--- config.mk ---
export PLATFORM = sky130hd
export DESIGN_NAME = inst_fetch_pipe
export DESIGN_NICKNAME = d
export VERILOG_FILES = /design/src/rtl/inst_fetch_pipe_pkg.sv /design/src/rtl/inst_skid_buf.sv /design/src/rtl/inst_fetch_pipe.sv
export SDC_FILE = /design/constraint.sdc
export NUM_CORES = 1
export LEC_CHECK = 0
export CORE_MARGIN = 2
export CORE_UTILIZATION = 51
export DETAILED_ROUTE_END_ITERATION = 10
export PLACE_DENSITY = 0.79
export SETUP_SLACK_MARGIN = 0.15
export SYNTH_ARGS = -nofsm -noshare
export SYNTH_HDL_FRONTEND = slang
export SYNTH_SLANG_ARGS = --single-unit
--- constraint.sdc ---
create_clock -name clk -period 2.5 [get_ports clk]
set_input_delay 0.5 -clock clk [delete_from_list [all_inputs] [get_ports clk]]
set_output_delay 0.5 -clock clk [all_outputs]
set_load 0.1 [all_outputs]
--- src/rtl/inst_fetch_pipe_pkg.sv ---
// Shared definitions for the instruction fetch pipe.
// Holds the 64-bit BPF instruction layout {opcode, jt, jf, k}, the decoded
// instruction payload struct, the bubble constant and the field unpack helper.
package inst_fetch_pipe_pkg;

    // Instruction word width and field bit positions
    localparam int unsigned INST_W    = 64;
    localparam int unsigned OPCODE_HI = 63;
    localparam int unsigned OPCODE_LO = 48;
    localparam int unsigned JT_HI     = 47;
    localparam int unsigned JT_LO     = 40;
    localparam int unsigned JF_HI     = 39;
    localparam int unsigned JF_LO     = 32;
    localparam int unsigned K_HI      = 31;
    localparam int unsigned K_LO      = 0;

    // Field widths derived from the positions above
    localparam int unsigned OPCODE_W  = OPCODE_HI - OPCODE_LO + 1;
    localparam int unsigned JMP_W     = JT_HI - JT_LO + 1;
    localparam int unsigned K_W       = K_HI - K_LO + 1;

    // Decoded instruction; field order matches the memory word layout
    typedef struct packed {
        logic [OPCODE_W-1:0] opcode;
        logic [JMP_W-1:0]    jt;
        logic [JMP_W-1:0]    jf;
        logic [K_W-1:0]      k;
    } inst_t;

    // A bubble carries all-zero fields
    localparam inst_t INST_BUBBLE = '0;

    // Split a raw memory word into its named fields
    function automatic inst_t unpack_inst(input logic [INST_W-1:0] raw);
        inst_t i;
        i.opcode = raw[OPCODE_HI:OPCODE_LO];
        i.jt     = raw[JT_HI:JT_LO];
        i.jf     = raw[JF_HI:JF_LO];
        i.k      = raw[K_HI:K_LO];
        return i;
    endfunction

endpackage

--- src/rtl/inst_skid_buf.sv ---
// One-entry skid buffer holding an instruction word, its address tag and a
// valid bit.
// Ports:
//   clk, rst        clock; asynchronous active-low reset
//   load            capture data_in/addr_in and mark valid
//   unload          drop the entry (ignored when load is also set)
//   clear           drop the entry; dominates load and unload
//   data_in/addr_in incoming instruction word and its address tag
//   vld/data/addr   registered entry contents
module inst_skid_buf
    import inst_fetch_pipe_pkg::*;
#(
    parameter int unsigned ADDR_W = 10
) (
    input  logic              clk,
    input  logic              rst,
    input  logic              load,
    input  logic              unload,
    input  logic              clear,
    input  logic [INST_W-1:0] data_in,
    input  logic [ADDR_W-1:0] addr_in,
    output logic              vld,
    output logic [INST_W-1:0] data,
    output logic [ADDR_W-1:0] addr
);

    // Entry register; a load together with an unload replaces the entry
    always_ff @(posedge clk or negedge rst) begin
        if (!rst) begin
            vld  <= 1'b0;
            data <= '0;
            addr <= '0;
        end else if (clear) begin
            vld  <= 1'b0;
            data <= '0;
            addr <= '0;
        end else if (load) begin
            vld  <= 1'b1;
            data <= data_in;
            addr <= addr_in;
        end else if (unload) begin
            vld  <= 1'b0;
            data <= '0;
            addr <= '0;
        end
    end

endmodule

--- src/rtl/inst_fetch_pipe.sv ---
// Instruction fetch and two-stage register pipe feeding the CPU datapath.
// Reads are issued at pc with one-cycle memory latency; returning words enter
// stage1 directly or via a one-entry skid buffer while the pipe is stalled.
// A flush kills stage1, the skid entry and any in-flight read.
// Ports:
//   clk, rst                 clock; asynchronous active-low reset
//   pc, fetch_en             read address and read request for this cycle
//   inst_rd_en               memory read enable (mirrors fetch_en)
//   inst_rd_data             memory word returned one cycle after the read
//   stall, flush             hold both stages / kill the wrong path
//   vld/opcode/imm_stage1    stage1 contents
//   vld/opcode/imm_stage2    stage2 contents, jt/jf branch offsets
//   jmp_correction           pc - addr_stage2 - 1 while stage2 is valid
module inst_fetch_pipe
    import inst_fetch_pipe_pkg::*;
#(
    parameter int unsigned CODE_ADDR_WIDTH = 10
) (
    input  logic                       clk,
    input  logic                       rst,
    input  logic [CODE_ADDR_WIDTH-1:0] pc,
    input  logic                       fetch_en,
    output logic                       inst_rd_en,
    input  logic [INST_W-1:0]          inst_rd_data,
    input  logic                       stall,
    input  logic                       flush,
    output logic                       vld_stage1,
    output logic [OPCODE_W-1:0]        opcode_stage1,
    output logic [K_W-1:0]             imm_stage1,
    output logic                       vld_stage2,
    output logic [OPCODE_W-1:0]        opcode_stage2,
    output logic [K_W-1:0]             imm_stage2,
    output logic [JMP_W-1:0]           jt,
    output logic [JMP_W-1:0]           jf,
    output logic [CODE_ADDR_WIDTH-1:0] jmp_correction
);

    localparam int unsigned AW = CODE_ADDR_WIDTH;

    // Outstanding read: data on inst_rd_data this cycle belongs to pend_addr
    logic          pend_vld;
    logic [AW-1:0] pend_addr;

    // Stage registers
    logic          s1_vld;
    inst_t         s1_inst;
    logic [AW-1:0] s1_addr;
    logic          s2_vld;
    inst_t         s2_inst;
    logic [AW-1:0] s2_addr;

    // Next-state values for the stage registers
    logic          s1_vld_n;
    inst_t         s1_inst_n;
    logic [AW-1:0] s1_addr_n;
    logic          s2_vld_n;
    inst_t         s2_inst_n;
    logic [AW-1:0] s2_addr_n;

    // Skid buffer interface
    logic              skid_load;
    logic              skid_unload;
    logic              skid_clear;
    logic              skid_vld;
    logic [INST_W-1:0] skid_data;
    logic [AW-1:0]     skid_addr;
    inst_t             skid_inst;
    inst_t             arr_inst;

    assign inst_rd_en = fetch_en;
    assign arr_inst   = unpack_inst(inst_rd_data);
    assign skid_inst  = unpack_inst(skid_data);

    // Returning data parks in the skid while stalled, or when the skid is
    // occupied and must drain into stage1 first to keep program order.
    assign skid_clear  = flush;
    assign skid_load   = !flush && pend_vld && (stall || skid_vld);
    assign skid_unload = !flush && !stall && skid_vld;

    inst_skid_buf #(
        .ADDR_W (AW)
    ) u_skid (
        .clk     (clk),
        .rst     (rst),
        .load    (skid_load),
        .unload  (skid_unload),
        .clear   (skid_clear),
        .data_in (inst_rd_data),
        .addr_in (pend_addr),
        .vld     (skid_vld),
        .data    (skid_data),
        .addr    (skid_addr)
    );

    // Read tracking; a read issued in a flush cycle is wrong-path and dropped
    always_ff @(posedge clk or negedge rst) begin
        if (!rst) begin
            pend_vld  <= 1'b0;
            pend_addr <= '0;
        end else begin
            pend_vld <= fetch_en && !flush;
            if (fetch_en) begin
                pend_addr <= pc;
            end
        end
    end

    // Stage advance: flush bubbles both stages (the branch in stage2 retires),
    // stall holds, otherwise stage1 takes skid, then arriving data, then bubble.
    always_comb begin
        s1_vld_n  = s1_vld;
        s1_inst_n = s1_inst;
        s1_addr_n = s1_addr;
        s2_vld_n  = s2_vld;
        s2_inst_n = s2_inst;
        s2_addr_n = s2_addr;
        if (flush) begin
            s1_vld_n  = 1'b0;
            s1_inst_n = INST_BUBBLE;
            s1_addr_n = '0;
            s2_vld_n  = 1'b0;
            s2_inst_n = INST_BUBBLE;
            s2_addr_n = '0;
        end else if (!stall) begin
            s2_vld_n  = s1_vld;
            s2_inst_n = s1_inst;
            s2_addr_n = s1_addr;
            if (skid_vld) begin
                s1_vld_n  = 1'b1;
                s1_inst_n = skid_inst;
                s1_addr_n = skid_addr;
            end else if (pend_vld) begin
                s1_vld_n  = 1'b1;
                s1_inst_n = arr_inst;
                s1_addr_n = pend_addr;
            end else begin
                s1_vld_n  = 1'b0;
                s1_inst_n = INST_BUBBLE;
                s1_addr_n = '0;
            end
        end
    end

    // Stage registers
    always_ff @(posedge clk or negedge rst) begin
        if (!rst) begin
            s1_vld  <= 1'b0;
            s1_inst <= INST_BUBBLE;
            s1_addr <= '0;
            s2_vld  <= 1'b0;
            s2_inst <= INST_BUBBLE;
            s2_addr <= '0;
        end else begin
            s1_vld  <= s1_vld_n;
            s1_inst <= s1_inst_n;
            s1_addr <= s1_addr_n;
            s2_vld  <= s2_vld_n;
            s2_inst <= s2_inst_n;
            s2_addr <= s2_addr_n;
        end
    end

    assign vld_stage1    = s1_vld;
    assign opcode_stage1 = s1_inst.opcode;
    assign imm_stage1    = s1_inst.k;
    assign vld_stage2    = s2_vld;
    assign opcode_stage2 = s2_inst.opcode;
    assign imm_stage2    = s2_inst.k;
    assign jt            = s2_inst.jt;
    assign jf            = s2_inst.jf;

    // Datapath computes pc + offset - correction = addr_stage2 + 1 + offset
    assign jmp_correction = s2_vld ? (pc - s2_addr - AW'(1)) : '0;

`ifndef SYNTHESIS
    // The controller must not fetch while stalled with the skid occupied
    always_ff @(posedge clk) begin
        if (rst) begin
            assert (!(fetch_en && stall && !flush && skid_vld))
                else $error("inst_fetch_pipe: fetch_en during stall with skid full");
        end
    end
`endif

endmodule
==> impl_metrics.yaml <==
die:
  std_cell_rows: 51
  coreArea_um2: 19300
  dieArea_um2: 20700
  start_util_pct: 51.6
  die_w_um: 144
  ios: 204
  die_y_um: 144
min_path:
  min_path_type: "in -> async"
setup_path:
  critPathKind: "reg -> out"
  crit_family: "adder cells"
  cp_num_buf_inv: 2
  cp_cell_sequence: "inv_2, ha_4, fa_2, a21oi_2, o211ai_1, o22ai_1, xnor2_1, and2_4, buf_12"
  crit_path_start_kind: "flop"
  crit_slowest_cell: "dfrtp_1"
  cp_max_fo: 2
  critical_path_arrival_ns: 2.42
  cp.required_ns: 2.00
  cp_slowest_stage_delay_ns: 0.38
  cp-end-kind: "output port"
clock_network:
  cts_tree: "built"
  ctsRootBufferMaster: "clkbuf_16"
  clk_latency_ns: 0.51
  cts_buffers: 25
  clkSinkCount: 236
  path_clk_slew_ns: 0.06
  hold_buffers: 0
  h-tree-depth: 1
  clockBufferDepth: 3
final_layout:
  nFillCells: 1484
  area_growth_pct: 28.5
  fin_area_um2: 12800
  layout-drive-gt1-share_pct: 25.5
  antenna_cells: 0
  fin_nets: 1051
grt:
  grt.overflow.total: 0
  grt_pass1_wl_um: 37300
  grt_pass1_vias: 7144
  grt_max_degree: 82
  gr-usage-all-layers_pct: 22.5
  antenna_found_initial: 0
synth:
  synth.avg_cell_area_um2: 12.4
  ys.flop_type: "dfrtp_1"
  yosysWarnings: 0
  ys_seq_elements: 236
  syn_inst: 806
  synth_nets: 895
  synth_area_um2: 9980
  synth-seq-area-share_pct: 59.2
  synth_edf_count: 0
  ys_async_sr_fraction_pct: 100
  ys_types: 36
drt:
  via_count: 7090
  post_drt_wl_per_cell_um: 18.8
  drtAntennaViolNets: 0
  route.detailed.drc: 0
  drt_iter0_drc: 692
  drt_first_pass_iters: 8
  wl_um: 23500
  vias_per_cell: 5.69
sta:
  finClkSkew_ns: 0.00989
  timing.hold.ws_ns: -0.00388
  timing.slew.headroom_pct: 38.5
  worst_slew_pin_slew_ns: 0.922
  finalSetupViolCount: 8
  drv_slew: 0
  tns_ns: -2.12
  rsz0062_at_grt: "true"
  post-route-period-util_pct: 117
  period_minus_slack_ns: 2.92
  worst_slack_ns: -0.424
  hold_viol: 5
  fmax_mhz: 342
place:
  dp_slack_ns: -0.506
  routabilityCongestion: 0.802
  io_buffer_count: 203
  dp_hpwl_um: 14600
  placed_cell_area_um2: 11800
power:
  power.static_leakage_nw: 6.78
  vdd_drop_max_mv: 0.523
  p_per_area_nw_per_um2: 680
run_status:
  violations: "hold timing, setup timing"
  outcome: "finished with violations"
run:
  cap_viol_max_count: 0
cells by family after synthesis:
group / count (synthesis) / share of synthesized area (%)
DFF: 236 / 59.2
buffers and inverters: 195 / 10.4
AOI/OAI and AO/OA: 167 / 15.2
and+or+nand+nor: 106 / 4.67
muxes: 86 / 8.75
adders and majority gates: 10 / 1.33
xor gates and xnor gates: 6 / 0.527
through the flow:
| stage | instances | utilization (%) | total power (W) | hold WS, ns |
|---|---|---|---|---|
| after floorplan | 806 | - | 0.00470 | 0.204 |
| after global placement | 1196 | 61.3 | 0.00508 | 0.481 |
| after detailed placement | 1196 | 61.3 | 0.00510 | 0.490 |
| after CTS | 1244 | 66.1 | 0.00878 | 0.00948 |
| after global routing | 1246 | 66.3 | 0.00903 | 0.0337 |
| final | 1246 | 66.3 | 0.00872 | -0.00388 |
cells in the final DEF, fill, tap and decap left out, drive strengths merged, types with 2 or more instances in the layout:
cell             n
a21o             2
a21oi            7
a222oi          74
a22o            74
and2             7
and3             2
buf            163
clkbuf          35
clkdlybuf4s50   71
clkinv           6
dfrtp          236
dlygate4sd2      4
ha               9
inv             89
mux2            10
mux2i           76
nand2            5
nand4            2
nor2            80
nor2b            3
nor3b            2
o21a             2
o21ai            3
or3              2
xnor2            4
xor2             2
layer usage:
metal,wire (um),track usage [%]
met1,9960,30.7
met2,11600,38.0
met3,1730,4.30
met4,233,4.02
met5,0,0
synth_stat cells, types with 3 or more instances:
cell	n	area (um2)
a21oi_1	7	35.0
a222oi_1	74	741
a22o_1	74	648
and2_1	7	43.8
buf_2	28	140
buf_4	57	428
buf_6	7	78.8
clkbuf_1	16	60.1
dfrtp_1	236	5910
ha_1	9	113
inv_1	86	323
mux2_2	10	113
mux2i_1	76	761
nand2_1	5	18.8
nor2_1	80	300
nor2b_1	3	18.8
o21ai_0	3	15.0
xnor2_1	4	35.0
flip-flops by register name, indices dropped and copies added (netlist names), 8 cells and up:
signal / cells
s1_inst: 16
u_skid.addr: 10
s2_addr: 10
jt: 8
imm_stage2: 32
opcode_stage1: 16
jf: 8
opcode_stage2: 16
s1_addr: 10
pend_addr: 10
imm_stage1: 32
u_skid.data: 64
where the power goes:
group | total (W) | internal [W] | switching (W)
combinational | 0.00104 | 0.000372 | 0.000666
clock | 0.00367 | 0.00218 | 0.00148
sequential | 0.00401 | 0.00393 | 0.0000806
path summary, 6_finish.rpt:
kind / from / endpoint / slack, ns / cells after the start
min reg2reg: u_skid.data[35] / s1_inst[35] / 0.50 / 2
max: s2_addr[0] / jmp_correction[8] / -0.42 / 9
min: rst / u_skid.data[61] / -0.004 / 1
max in group asynchronous: rst / u_skid.data[4] / 1.82 / 2
min in group clk: flush / jt[7] / 0.28 / 2
max reg2reg: u_skid.vld / imm_stage1[11] / 0.88 / 4
layout make-up:
cell class / instances / area [um2] / share of cell area [%]
inverters: 86 / 323 / 2.52
clock inverters: 11 / 93.8 / 0.732
repair buffers: 238 / 2180 / 17.0
multi-input cells: 375 / 3240 / 25.3
clock buffers: 35 / 743 / 5.80
well taps: 265 / 332 / 2.59
flip-flops and latches: 236 / 5910 / 46.1
what timing repair did:
action / CTS / global route
gates resized for setup: 19 / 4
setup endpoints to repair: 9 / 9
hold endpoints to repair: 0 / 0
pin swaps: 13 / 8
setup buffers: 2 / 2
(Power assumes the default switching activity.)
